--- src/rtl/pixel_sequencer.sv ---
// Frame sequencer for pixelArray: drives erase/expose/convert/read strobes, generates the
// conversion ramp, captures the four pixel bytes and streams them out over valid/ready.
module pixel_sequencer #(
   parameter int unsigned DW             = 8,
   parameter int unsigned ERASE_CYCLES   = 5,
   parameter int unsigned EXPOSE_CYCLES  = 255,
   parameter int unsigned CONVERT_CYCLES = 255,
   parameter int unsigned READ_CYCLES    = 5
) (
   input  logic          clk,
   input  logic          reset,
   input  logic          start,
   output logic          erase,
   output logic          expose,
   output logic          convert,
   output logic          read12,
   output logic          read34,
   output logic [DW-1:0] adc_data,
   input  logic [DW-1:0] pix_in1,
   input  logic [DW-1:0] pix_in2,
   input  logic [DW-1:0] pix_in3,
   input  logic [DW-1:0] pix_in4,
   output logic [DW-1:0] pix_out,
   output logic          pix_out_valid,
   input  logic          pix_out_ready,
   output logic          busy,
   output logic          frame_done
);

   localparam int unsigned MaxA      = (ERASE_CYCLES > EXPOSE_CYCLES) ? ERASE_CYCLES
                                                                      : EXPOSE_CYCLES;
   localparam int unsigned MaxB      = (CONVERT_CYCLES > READ_CYCLES) ? CONVERT_CYCLES
                                                                      : READ_CYCLES;
   localparam int unsigned MaxCycles = (MaxA > MaxB) ? MaxA : MaxB;
   // The counter only ever holds (count - 1), so clog2(max) bits are enough.
   localparam int unsigned CW        = (MaxCycles > 1) ? $clog2(MaxCycles) : 1;

   localparam logic [CW-1:0] EraseLoad   = CW'(ERASE_CYCLES - 1);
   localparam logic [CW-1:0] ExposeLoad  = CW'(EXPOSE_CYCLES - 1);
   localparam logic [CW-1:0] ConvertLoad = CW'(CONVERT_CYCLES - 1);
   localparam logic [CW-1:0] ReadLoad    = CW'(READ_CYCLES - 1);
   localparam logic [DW-1:0] RampMax     = '1;

   typedef enum logic [2:0] {
      StIdle,
      StErase,
      StExpose,
      StConvert,
      StRead12,
      StRead34,
      StDrain
   } state_e;

   state_e        r_state, w_state_nxt;
   logic [CW-1:0] r_cnt, w_cnt_nxt;
   logic [1:0]    r_idx, w_idx_nxt;
   logic [DW-1:0] r_buf [4];

   logic          r_erase, r_expose, r_convert, r_read12, r_read34;
   logic          w_erase_nxt, w_expose_nxt, w_convert_nxt, w_read12_nxt, w_read34_nxt;
   logic [DW-1:0] r_adc, w_adc_nxt;
   logic [DW-1:0] r_pix, w_pix_nxt;
   logic          r_valid, w_valid_nxt;
   logic          r_busy, w_busy_nxt;
   logic          r_done, w_done_nxt;

   logic          w_last;
   logic          w_xfer;
   logic          w_cap12;
   logic          w_cap34;

   assign w_last  = (r_cnt == '0);
   assign w_xfer  = (r_state == StDrain) && r_valid && pix_out_ready;
   assign w_cap12 = (r_state == StRead12) && w_last;
   assign w_cap34 = (r_state == StRead34) && w_last;

   // Next-state and phase counter.
   always_comb begin
      w_state_nxt = r_state;
      w_cnt_nxt   = r_cnt;
      w_idx_nxt   = r_idx;
      unique case (r_state)
         StIdle: begin
            if (start) begin
               w_state_nxt = StErase;
               w_cnt_nxt   = EraseLoad;
            end
         end
         StErase: begin
            if (w_last) begin
               w_state_nxt = StExpose;
               w_cnt_nxt   = ExposeLoad;
            end else begin
               w_cnt_nxt = r_cnt - 1'b1;
            end
         end
         StExpose: begin
            if (w_last) begin
               w_state_nxt = StConvert;
               w_cnt_nxt   = ConvertLoad;
            end else begin
               w_cnt_nxt = r_cnt - 1'b1;
            end
         end
         StConvert: begin
            if (w_last) begin
               w_state_nxt = StRead12;
               w_cnt_nxt   = ReadLoad;
            end else begin
               w_cnt_nxt = r_cnt - 1'b1;
            end
         end
         StRead12: begin
            if (w_last) begin
               w_state_nxt = StRead34;
               w_cnt_nxt   = ReadLoad;
            end else begin
               w_cnt_nxt = r_cnt - 1'b1;
            end
         end
         StRead34: begin
            if (w_last) begin
               w_state_nxt = StDrain;
               w_cnt_nxt   = '0;
               w_idx_nxt   = 2'd0;
            end else begin
               w_cnt_nxt = r_cnt - 1'b1;
            end
         end
         StDrain: begin
            if (w_xfer) begin
               if (r_idx == 2'd3) begin
                  w_state_nxt = StIdle;
                  w_idx_nxt   = 2'd0;
               end else begin
                  w_idx_nxt = r_idx + 2'd1;
               end
            end
         end
         default: begin
            w_state_nxt = StIdle;
            w_cnt_nxt   = '0;
            w_idx_nxt   = 2'd0;
         end
      endcase
   end

   // Outputs are registered, so they are decoded from the next state.
   always_comb begin
      w_erase_nxt   = (w_state_nxt == StErase);
      w_expose_nxt  = (w_state_nxt == StExpose);
      w_convert_nxt = (w_state_nxt == StConvert);
      w_read12_nxt  = (w_state_nxt == StRead12);
      w_read34_nxt  = (w_state_nxt == StRead34);
      w_busy_nxt    = (w_state_nxt != StIdle);
      w_valid_nxt   = (w_state_nxt == StDrain);
      w_done_nxt    = w_xfer && (r_idx == 2'd3);
      w_adc_nxt     = '0;
      w_pix_nxt     = '0;
      if (w_state_nxt == StConvert && r_state == StConvert) begin
         w_adc_nxt = (r_adc == RampMax) ? RampMax : r_adc + DW'(1);
      end
      if (w_state_nxt == StDrain) begin
         w_pix_nxt = r_buf[w_idx_nxt];
      end
   end

   always_ff @(posedge clk) begin
      if (reset) begin
         r_state   <= StIdle;
         r_cnt     <= '0;
         r_idx     <= 2'd0;
         r_erase   <= 1'b0;
         r_expose  <= 1'b0;
         r_convert <= 1'b0;
         r_read12  <= 1'b0;
         r_read34  <= 1'b0;
         r_adc     <= '0;
         r_pix     <= '0;
         r_valid   <= 1'b0;
         r_busy    <= 1'b0;
         r_done    <= 1'b0;
         for (int i = 0; i < 4; i++) begin
            r_buf[i] <= '0;
         end
      end else begin
         r_state   <= w_state_nxt;
         r_cnt     <= w_cnt_nxt;
         r_idx     <= w_idx_nxt;
         r_erase   <= w_erase_nxt;
         r_expose  <= w_expose_nxt;
         r_convert <= w_convert_nxt;
         r_read12  <= w_read12_nxt;
         r_read34  <= w_read34_nxt;
         r_adc     <= w_adc_nxt;
         r_pix     <= w_pix_nxt;
         r_valid   <= w_valid_nxt;
         r_busy    <= w_busy_nxt;
         r_done    <= w_done_nxt;
         // Only the final read cycle is trusted; earlier bus values are still settling.
         if (w_cap12) begin
            r_buf[0] <= pix_in1;
            r_buf[1] <= pix_in2;
         end
         if (w_cap34) begin
            r_buf[2] <= pix_in3;
            r_buf[3] <= pix_in4;
         end
      end
   end

   assign erase         = r_erase;
   assign expose        = r_expose;
   assign convert       = r_convert;
   assign read12        = r_read12;
   assign read34        = r_read34;
   assign adc_data      = r_adc;
   assign pix_out       = r_pix;
   assign pix_out_valid = r_valid;
   assign busy          = r_busy;
   assign frame_done    = r_done;

endmodule

--- config.mk ---
export PLATFORM = sky130hd
export DESIGN_NAME = pixel_sequencer
export DESIGN_NICKNAME = d
export VERILOG_FILES = /design/src/rtl/pixel_sequencer.sv
export SDC_FILE = /design/constraint.sdc
export NUM_CORES = 1
export LEC_CHECK = 0
export BUFFER_PORTS_ARGS = -buffer_cell sky130_fd_sc_hd__buf_2
export CAP_MARGIN = 20
export CORE_MARGIN = 1
export CORE_UTILIZATION = 49
export DETAILED_ROUTE_END_ITERATION = 8
export GPL_TIMING_DRIVEN = 0
export PLACE_DENSITY = 0.75
export SLEW_MARGIN = 20
export SYNTH_ARGS = -nofsm -noshare
export SYNTH_HDL_FRONTEND = slang
export SYNTH_SLANG_ARGS = --single-unit
--- constraint.sdc ---
create_clock -name clk -period 3 [get_ports clk]
set_clock_uncertainty 0.05 [all_clocks]
set_input_delay 0 -clock clk [delete_from_list [all_inputs] [get_ports clk]]
set_output_delay 0 -clock clk [all_outputs]
set_load 0.005 [all_outputs]
Yosys cells after proc, flatten, opt, wreduce, memory -nomap -nowiden
Memories as Yosys holds them, arrays and structs flattened. A register that Yosys moved wholly into a read port is not among the register bits.
Cells that the tools add are included.
Cells by class
  $add $sub $neg: 3
  equal/unequal tests: 15
  muxes and demuxes: 31
  bitwise logic cells: 7
  reductions and logical operators: 15
Operators with widths (number)
  2-to-1 mux 8 bit: 9
  case mux 8 bit (5 select lines): 1
  2-to-1 mux 3 bit: 8
  case mux 3 bit (7 select lines): 1
  == test 3 bit (second input constant): 6
  == test 3 x 2 -> 1 bit (second input constant): 4
  adder 8 x 1 -> 8 bit (second input constant): 1
  == test 8 bit (second input constant): 1
  logical NOT 8 bit: 1
  2-to-1 mux 1 bit: 8
  OR reduction 2 bit: 4
  subtractor 8 x 1 -> 8 bit (second input constant): 1
  == test 3 x 1 -> 1 bit (second input constant): 2
  logical AND 1 bit: 6
  2-to-1 mux 2 bit: 3
  case mux 2 bit (3 select lines): 1
  OR reduction 5 bit: 1
  OR 1 bit: 4
  logical NOT 3 bit: 1
  inverter 1 bit: 3
  nonzero test 3 bit: 1
  adder 2 x 1 -> 2 bit (second input constant): 1
  == test 2 bit (second input constant): 1
  inequality test 2 bit (second input constant): 1
  AND reduction 2 bit: 1
Word-level totals
  flip-flop bits (word level): 29
  memory bits (writable): 32
  input bits: 36
  output and inout bits: 24
  word-level logic and storage cells: 84
  memories kept: 1
Memories
  r_buf: depth 4, width 8, read ports 1, clocked after memory_dff 1, wr ports 4, RTL line 57  | logic [DW-1:0] r_buf [4];

Depth between registers and ports, before layout
Gate-level depths: netlist of the first run.
  word-level depth: 9
  depth in mapped cells: 9
  depth with buffers taken out: 7

Worst setup path before layout of the first run
No wires, ideal clock.
  path type: reg2reg
  start: register r_cnt[0]
  end: memory r_buf[0][0], enable pin
  library setup time: 411 ps
  arrival: 2460 ps
  required time: 2539 ps
  path slack: 79 ps
  stages on the path, launching flop included: 6
  path buffers: 0
  cell sequence: dfxtp_1 inv_1 ha_1 nor4b_4 nand3b_2 o21ai_0
RTL lines
  start: declaration: RTL line 55  | logic [CW-1:0] r_cnt, w_cnt_nxt;
  start signal: assignment: RTL line 188  | r_cnt <= w_cnt_nxt;
  end: declaration: RTL line 57

==> results of run 1 <==
-- cells by family (layout without fill, tap and decap cells) --
logic type | Yosys count | after routing
and+or+nand+nor | 114 | 114
xor gates and xnor gates | 6 | 6
adders and majority gates | 3 | 3
DFF | 69 | 69
muxes | 17 | 17
buffers and inverters | 21 | 129
AOI/OAI and AO/OA | 54 | 54
-- per-stage QoR --
stage          worst slack [ns]  cell area [um^2]  util, %
2_1_floorplan            0.0788              3090        -
3_3_place_gp             -0.629              3480     58.1
3_5_place_dp              0.425              3500     58.5
4_1_cts                   0.419              4020     67.1
5_1_grt                   0.169              4020     67.1
6_report                  0.377              4020     67.1
-- sequential cells by signal (all words and copies together) (netlist names) --
name,cells
adc_data,8
busy,1
convert,1
erase,1
expose,1
frame_done,1
pix_out,8
pix_out_valid,1
r_buf,32
r_cnt,8
r_idx,2
r_state,3
read12,1
read34,1
-- tightest hold or removal path: cells and delay by family --
family	cells	cell delay (ns)
simple gates	1	0.10
compound gates	2	0.18
buf+inv	1	0.10
-- power by group through the flow --
stage	Combinational, mW	Sequential, mW	Clock [mW]
after floorplan	0.743	1.20	0
after global placement	0.933	1.21	0
after detailed placement	0.975	1.21	0
after CTS	1.01	1.19	0.766
after global routing	1.12	1.21	0.814
final	1.02	1.19	0.758
-- final cells by class --
| cell class | instances | area, um^2 |
|---|---|---|
| Buffer | 13 | 87.6 |
| Clock buffer | 10 | 138 |
| Clock inverter | 6 | 61.3 |
| Fill cell | 445 | 1970 |
| Inverter | 8 | 30.0 |
| Multi-Input combinational cell | 194 | 1280 |
| Sequential cell | 69 | 1700 |
| Tap cell | 75 | 93.8 |
| Timing Repair Buffer | 92 | 627 |
-- synth_stat cells, types with 2 or more instances --
cell type  count
inv_1          8
buf_2          2
and3_1         2
nor4_1         2
o21ai_1        3
or3_1          3
xor2_1         2
nor2_1        22
ha_1           3
nand2b_1       2
nand2_1       16
a22oi_1        2
nor3_1        10
mux2i_1       17
edfxtp_1      32
o22ai_1       10
dfxtp_1       37
and2_1        36
and4_1         2
o21ai_0        9
nand3_1        7
clkbuf_1       6
o2bb2ai_1      2
a21oi_1       18
a31oi_1        2
a21oi_2        2
xnor2_1        4
buf_6          2
-- worst paths after layout --
path | startpoint | to | slack [ns] | cells after the start
min reg2reg | adc_data[0]$_SDFF_PP0_ | adc_data[0]$_SDFF_PP0_ | 0.44 | 1
min | pix_out_ready | pix_out_valid$_SDFF_PP0_ | 0.05 | 4
max | r_cnt[0]$_SDFFE_PP0P_ | r_buf[0][0]$_SDFFCE_PN0P_ | 0.38 | 7
max reg2reg | r_cnt[0]$_SDFFE_PP0P_ | r_buf[0][0]$_SDFFCE_PN0P_ | 0.38 | 7
-- per-layer routing --
metal | part of all wire, % | wire [um]
met3 | 5.2 | 353
met2 | 47 | 3240
met1 | 46 | 3130
met4 | 1.6 | 112
met5 | 0 | 0
==> summary.txt, run 1 <==
Pwr Total = 2.97 mW
Crit. End Element = register
Layout area overhead = 30.0%
Post-Synth XOR/XNOR Area = 1.70%
Outcome = completed
Crit-path max FO = 10
Synth Area in Simple Gates = 21.9%
WP buf/inv = 2
Clock H-tree levels = 3
Syn_nets = 323
Top post-synthesis cells by area = edfxtp_1 31%, dfxtp_1 24%, and2_1 7.3%, mux2i_1 5.5%, a21oi_1 2.9%
Mapped cell area = 3090 um^2
Synth top area share = 31.1%
Clk Latency, worst-skew pair = 0.35 ns
Largest family of logic cells by synthesized area = simple AND/OR/NAND/NOR gates
Core Footprint = 5990 um^2
Die area = 6640 um^2
#FFs+latches synth = 69
# Max-Cap Violations = 0
CTS Buffer Depth = 2
Clock Power Share = 25.5%
Worst hold path class = in2reg
Max Fclk = 0.381 GHz
Pwr per Cell Area = 738 nW/um^2
Vias = 2502
CTS buffer count = 9
Setup Fix Bufs, Post-CTS = 0
Post-synthesis sequential area ratio = 55.0%
First-pass GRT wire length = 10600 um
Fin. max-slew vios = 0
Initial Utilization = 51.6%
Port bufs = 59
Library cells used by synthesis = 49
Worst-path cell chain = inv_1 > ha_1 > nor4b_4 > nand3b_1 > nor4_2 > buf_2 > and2_1
Routed wire length = 6840 um
Cell internal pwr = 1.93 mW
Worst Setup Start Kind = register
Share of flip-flops with an asynchronous set or reset = 0%
WL per Instance = 14.6 um
DP Wirelength = 4530 um
Final Cycle Share = 87.4%
Die width = 81.5 um
Setup-failing EPs final = 0
Relative slew slack = 47.9%
Yosys warning count = 0
Grt ovf = 0
Placed insts = 419
Die Span Y = 81.5 um
Via density = 5.36
Vias in the first global route = 2270
EDFF count, synth = 32
Share of cells above drive strength 1 = 25.0%
IO Pins = 60
RSZ-0062 raised after global routing = no
Lkg Pwr = 1.74 nW
Most frequent cells in the layout = 61 x buf_2, 37 x dfxtp_1, 36 x and2_1
Mean post-synth cell area = 10.9 um^2
GR Util met2 = 33.8%
Clk root buf = clkbuf_8
Post-synthesis mux area share = 5.50%
Critical path data arrival time = 2.79 ns
Initial DRC Count = 152
Largest net degree at the start of global routing = 17
Row count = 28
Crit path kind = reg2reg
Worst Path Required = 3.17 ns
Largest area contributor in the netlist = edfxtp_1
Worst-Margin Slew = 0.781 ns
Setup TNS = 0 ns
Most Used Layer, Global Route = met2
Initial antenna violation count = 0
Sw power = 1.04 mW
VDD IR-drop max = 0.000548 V
Final cell count without fillers = 467
Final hold violations = 0
Post-route ant nets = 0
Reg power frac = 40.1%
Clock Sinks = 69
Post_cts resized = 0
Worst-path clk slew = 0.07 ns
Nets = 426
Global placement routability congestion = 0.852
Adder and majority cell fraction of the synthesized area = 1.21%
GRT Util Overall = 21.7%
Combinational Power Share = 34.4%
Gate count after technology mapping = 284
Switch share = 35.1%
Final Critical Period = 2.62 ns
CP peak stage delay = 0.56 ns
Most common cell after layout, fill and taps aside = buf_2
Slowest cell on the critical path = nor4_2
DR pass1 iterations = 4
DRC violations left = 0
Hold_ws = 0.0450 ns
Crit-path leading delay family = simple AND/OR/NAND/NOR gates
Post-synth top flop = dfxtp_1
Hold_buf cts = 32
Met1 usage in global routing = 28.2%
Synth Area in Compound Gates = 10.9%
CTS tree = yes
Antenna diodes = 0
M3 GR Usage = 7.22%
Note: power is estimated with default switching activity, not from simulation.
==> inputs of run 2 (changes only) <==
--- a/config.mk
+++ b/config.mk
@@ -10,7 +10,7 @@
 export CORE_MARGIN = 1
 export CORE_UTILIZATION = 49
 export DETAILED_ROUTE_END_ITERATION = 8
-export GPL_TIMING_DRIVEN = 0
+export GPL_TIMING_DRIVEN = 1
 export PLACE_DENSITY = 0.75
 export SLEW_MARGIN = 20
 export SYNTH_ARGS = -nofsm -noshare
==> summary.txt, run 2 (synthesized netlist as in run 1, its figures left out) <==
DRC violations left = 0
Nets = 419
WP depth = 8
Cell count of the worst reg-to-reg path = 8
Worst-path clk slew = 0.07 ns
Final Cycle Share = 79.7%
Vias = 2449
Filler Cell Count = 463
Clock Sinks = 69
Most frequent cells in the layout = 59 x buf_2, 37 x dfxtp_1, 36 x and2_1
Antenna diodes = 0
Post_cts resized = 0
Global placement routability congestion = 0.816
Final hold violations = 0
Setup TNS = 0 ns
Relative slew slack = 57.6%
Hold_ws = 0.0405 ns
Setup-failing EPs final = 0
Largest net degree at the start of global routing = 21
Post-layout util = 65.9%
Cell internal pwr = 1.82 mW
Post-route ant nets = 0
Worst Setup Start Kind = register
Clk root buf = clkbuf_8
CTS Buffer Depth = 2
Worst hold path class = in2reg
Outcome = completed
RSZ-0062 raised after global routing = no
Register area = 1700 um^2
Clk Latency, worst-skew pair = 0.34 ns
Worst-Margin Slew = 0.635 ns
Setup slack after layout = 0.608 ns
Die width = 81.5 um
Reg power frac = 44.4%
Via density = 5.32
GRT Util Overall = 21.1%
Crit-path leading delay family = simple AND/OR/NAND/NOR gates
Combinational Power Share = 32.2%
Row count = 28
Lkg Pwr = 1.70 nW
First-pass GRT wire length = 10100 um
IO Pins = 60
Crit path kind = reg2reg
Max reg flops = 32
Die Span Y = 81.5 um
CP peak stage delay = 0.49 ns
Max Fclk = 0.418 GHz
Clock H-tree levels = 3
Reg2Reg Setup Slack = 0.61 ns
Share of cells above drive strength 1 = 23.6%
WP buf/inv = 2
Slowest cell on the critical path = nor4b_4
Grt ovf = 0
# Max-Cap Violations = 0
Die area = 6640 um^2
Layout area overhead = 27.6%
Port bufs = 59
Pwr per Cell Area = 711 nW/um^2
Sw power = 0.992 mW
Multi-input logic area = 1280 um^2
Dpl cell area = 3450 um^2
WL per Instance = 14.5 um
Initial DRC Count = 187
Design Area, Final = 3950 um^2
DR pass1 iterations = 4
Fin. max-slew vios = 0
Vias in the first global route = 2191
Critical path data arrival time = 2.56 ns
Most common cell after layout, fill and taps aside = buf_2
Initial antenna violation count = 0
Worst Path Required = 3.17 ns
DP Wirelength = 4340 um
CTS tree = yes
Final Critical Period = 2.39 ns
Crit. End Element = register
VDD IR-drop max = 0.000429 V
Core Footprint = 5990 um^2
Crit-path max FO = 17
Clock Power Share = 23.4%
Initial Utilization = 51.6%
Switch share = 35.3%
WHS Path Cells = 4
Setup Fix Bufs, Post-CTS = 0
Top reg by flops = r_buf
Worst-path cell chain = inv_1 > ha_1 > nor4b_4 > a21oi_2 > a211oi_4 > buf_4 > mux2i_1 > o22ai_1
CTS buffer count = 9
Routed wire length = 6660 um
Post-Place Setup Slack = 0.625 ns
[run 2: area by class of cell]
class                           instances  share of cell area, %
Sequential cell                        69                   43.1
Tap cell                               75                   2.38
Clock inverter                          5                  0.697
Clock buffer                           11                   3.58
Inverter                                8                  0.761
Timing Repair Buffer                   98                   17.0
Multi-Input combinational cell        194                   32.5
[run 2: repair_timing]
action                                  4_1_cts  5_1_grt
endpoints found under the setup margin        0        0
hold endpoints to repair                     41        0
hold buffers                                 33        0
[run 2: final timing paths]
| check | endpoint | start |
|---|---|---|
| setup reg to reg | pix_out[0]$_SDFF_PP0_ | r_cnt[0]$_SDFFE_PP0P_ |
| setup / recovery | pix_out[0]$_SDFF_PP0_ | r_cnt[0]$_SDFFE_PP0P_ |
| hold reg to reg | adc_data[0]$_SDFF_PP0_ | adc_data[0]$_SDFF_PP0_ |
| hold / removal | pix_out_valid$_SDFF_PP0_ | pix_out_ready |
[run 2: power groups by stage]
stage               Sequential (mW)  Clock [mW]  Combinational [mW]
global route                   1.27       0.713               0.997
floorplan                      1.20           0               0.743
finish                         1.25       0.656               0.906
detailed placement             1.26           0               0.867
CTS                            1.24       0.663               0.900
global placement               1.26           0               0.850
[run 2: worst register-to-register path, cell delays in order (launching register included)]
cell	delay, ns
dfxtp_1	0.34
inv_1	0.08
ha_1	0.27
nor4b_4	0.49
a21oi_2	0.13
a211oi_4	0.21
buf_4	0.31
mux2i_1	0.30
o22ai_1	0.10
[run 2: metal layers]
layer / up-vias / share of wire (%) / track usage, %
li1: 1214 / - / -
met4: 0 / 1.3 / 10.5
met2: 83 / 47 / 31.8
met3: 10 / 5.6 / 5.78
met5: - / 0 / 0
met1: 1142 / 46 / 27.9
[run 2: metrics by stage]
step / cells / total power [mW]
after CTS: 460 / 2.81
after global routing: 460 / 2.98
after floorplan: 284 / 1.94
after global placement: 411 / 2.11
after detailed placement: 411 / 2.13
final: 460 / 2.81
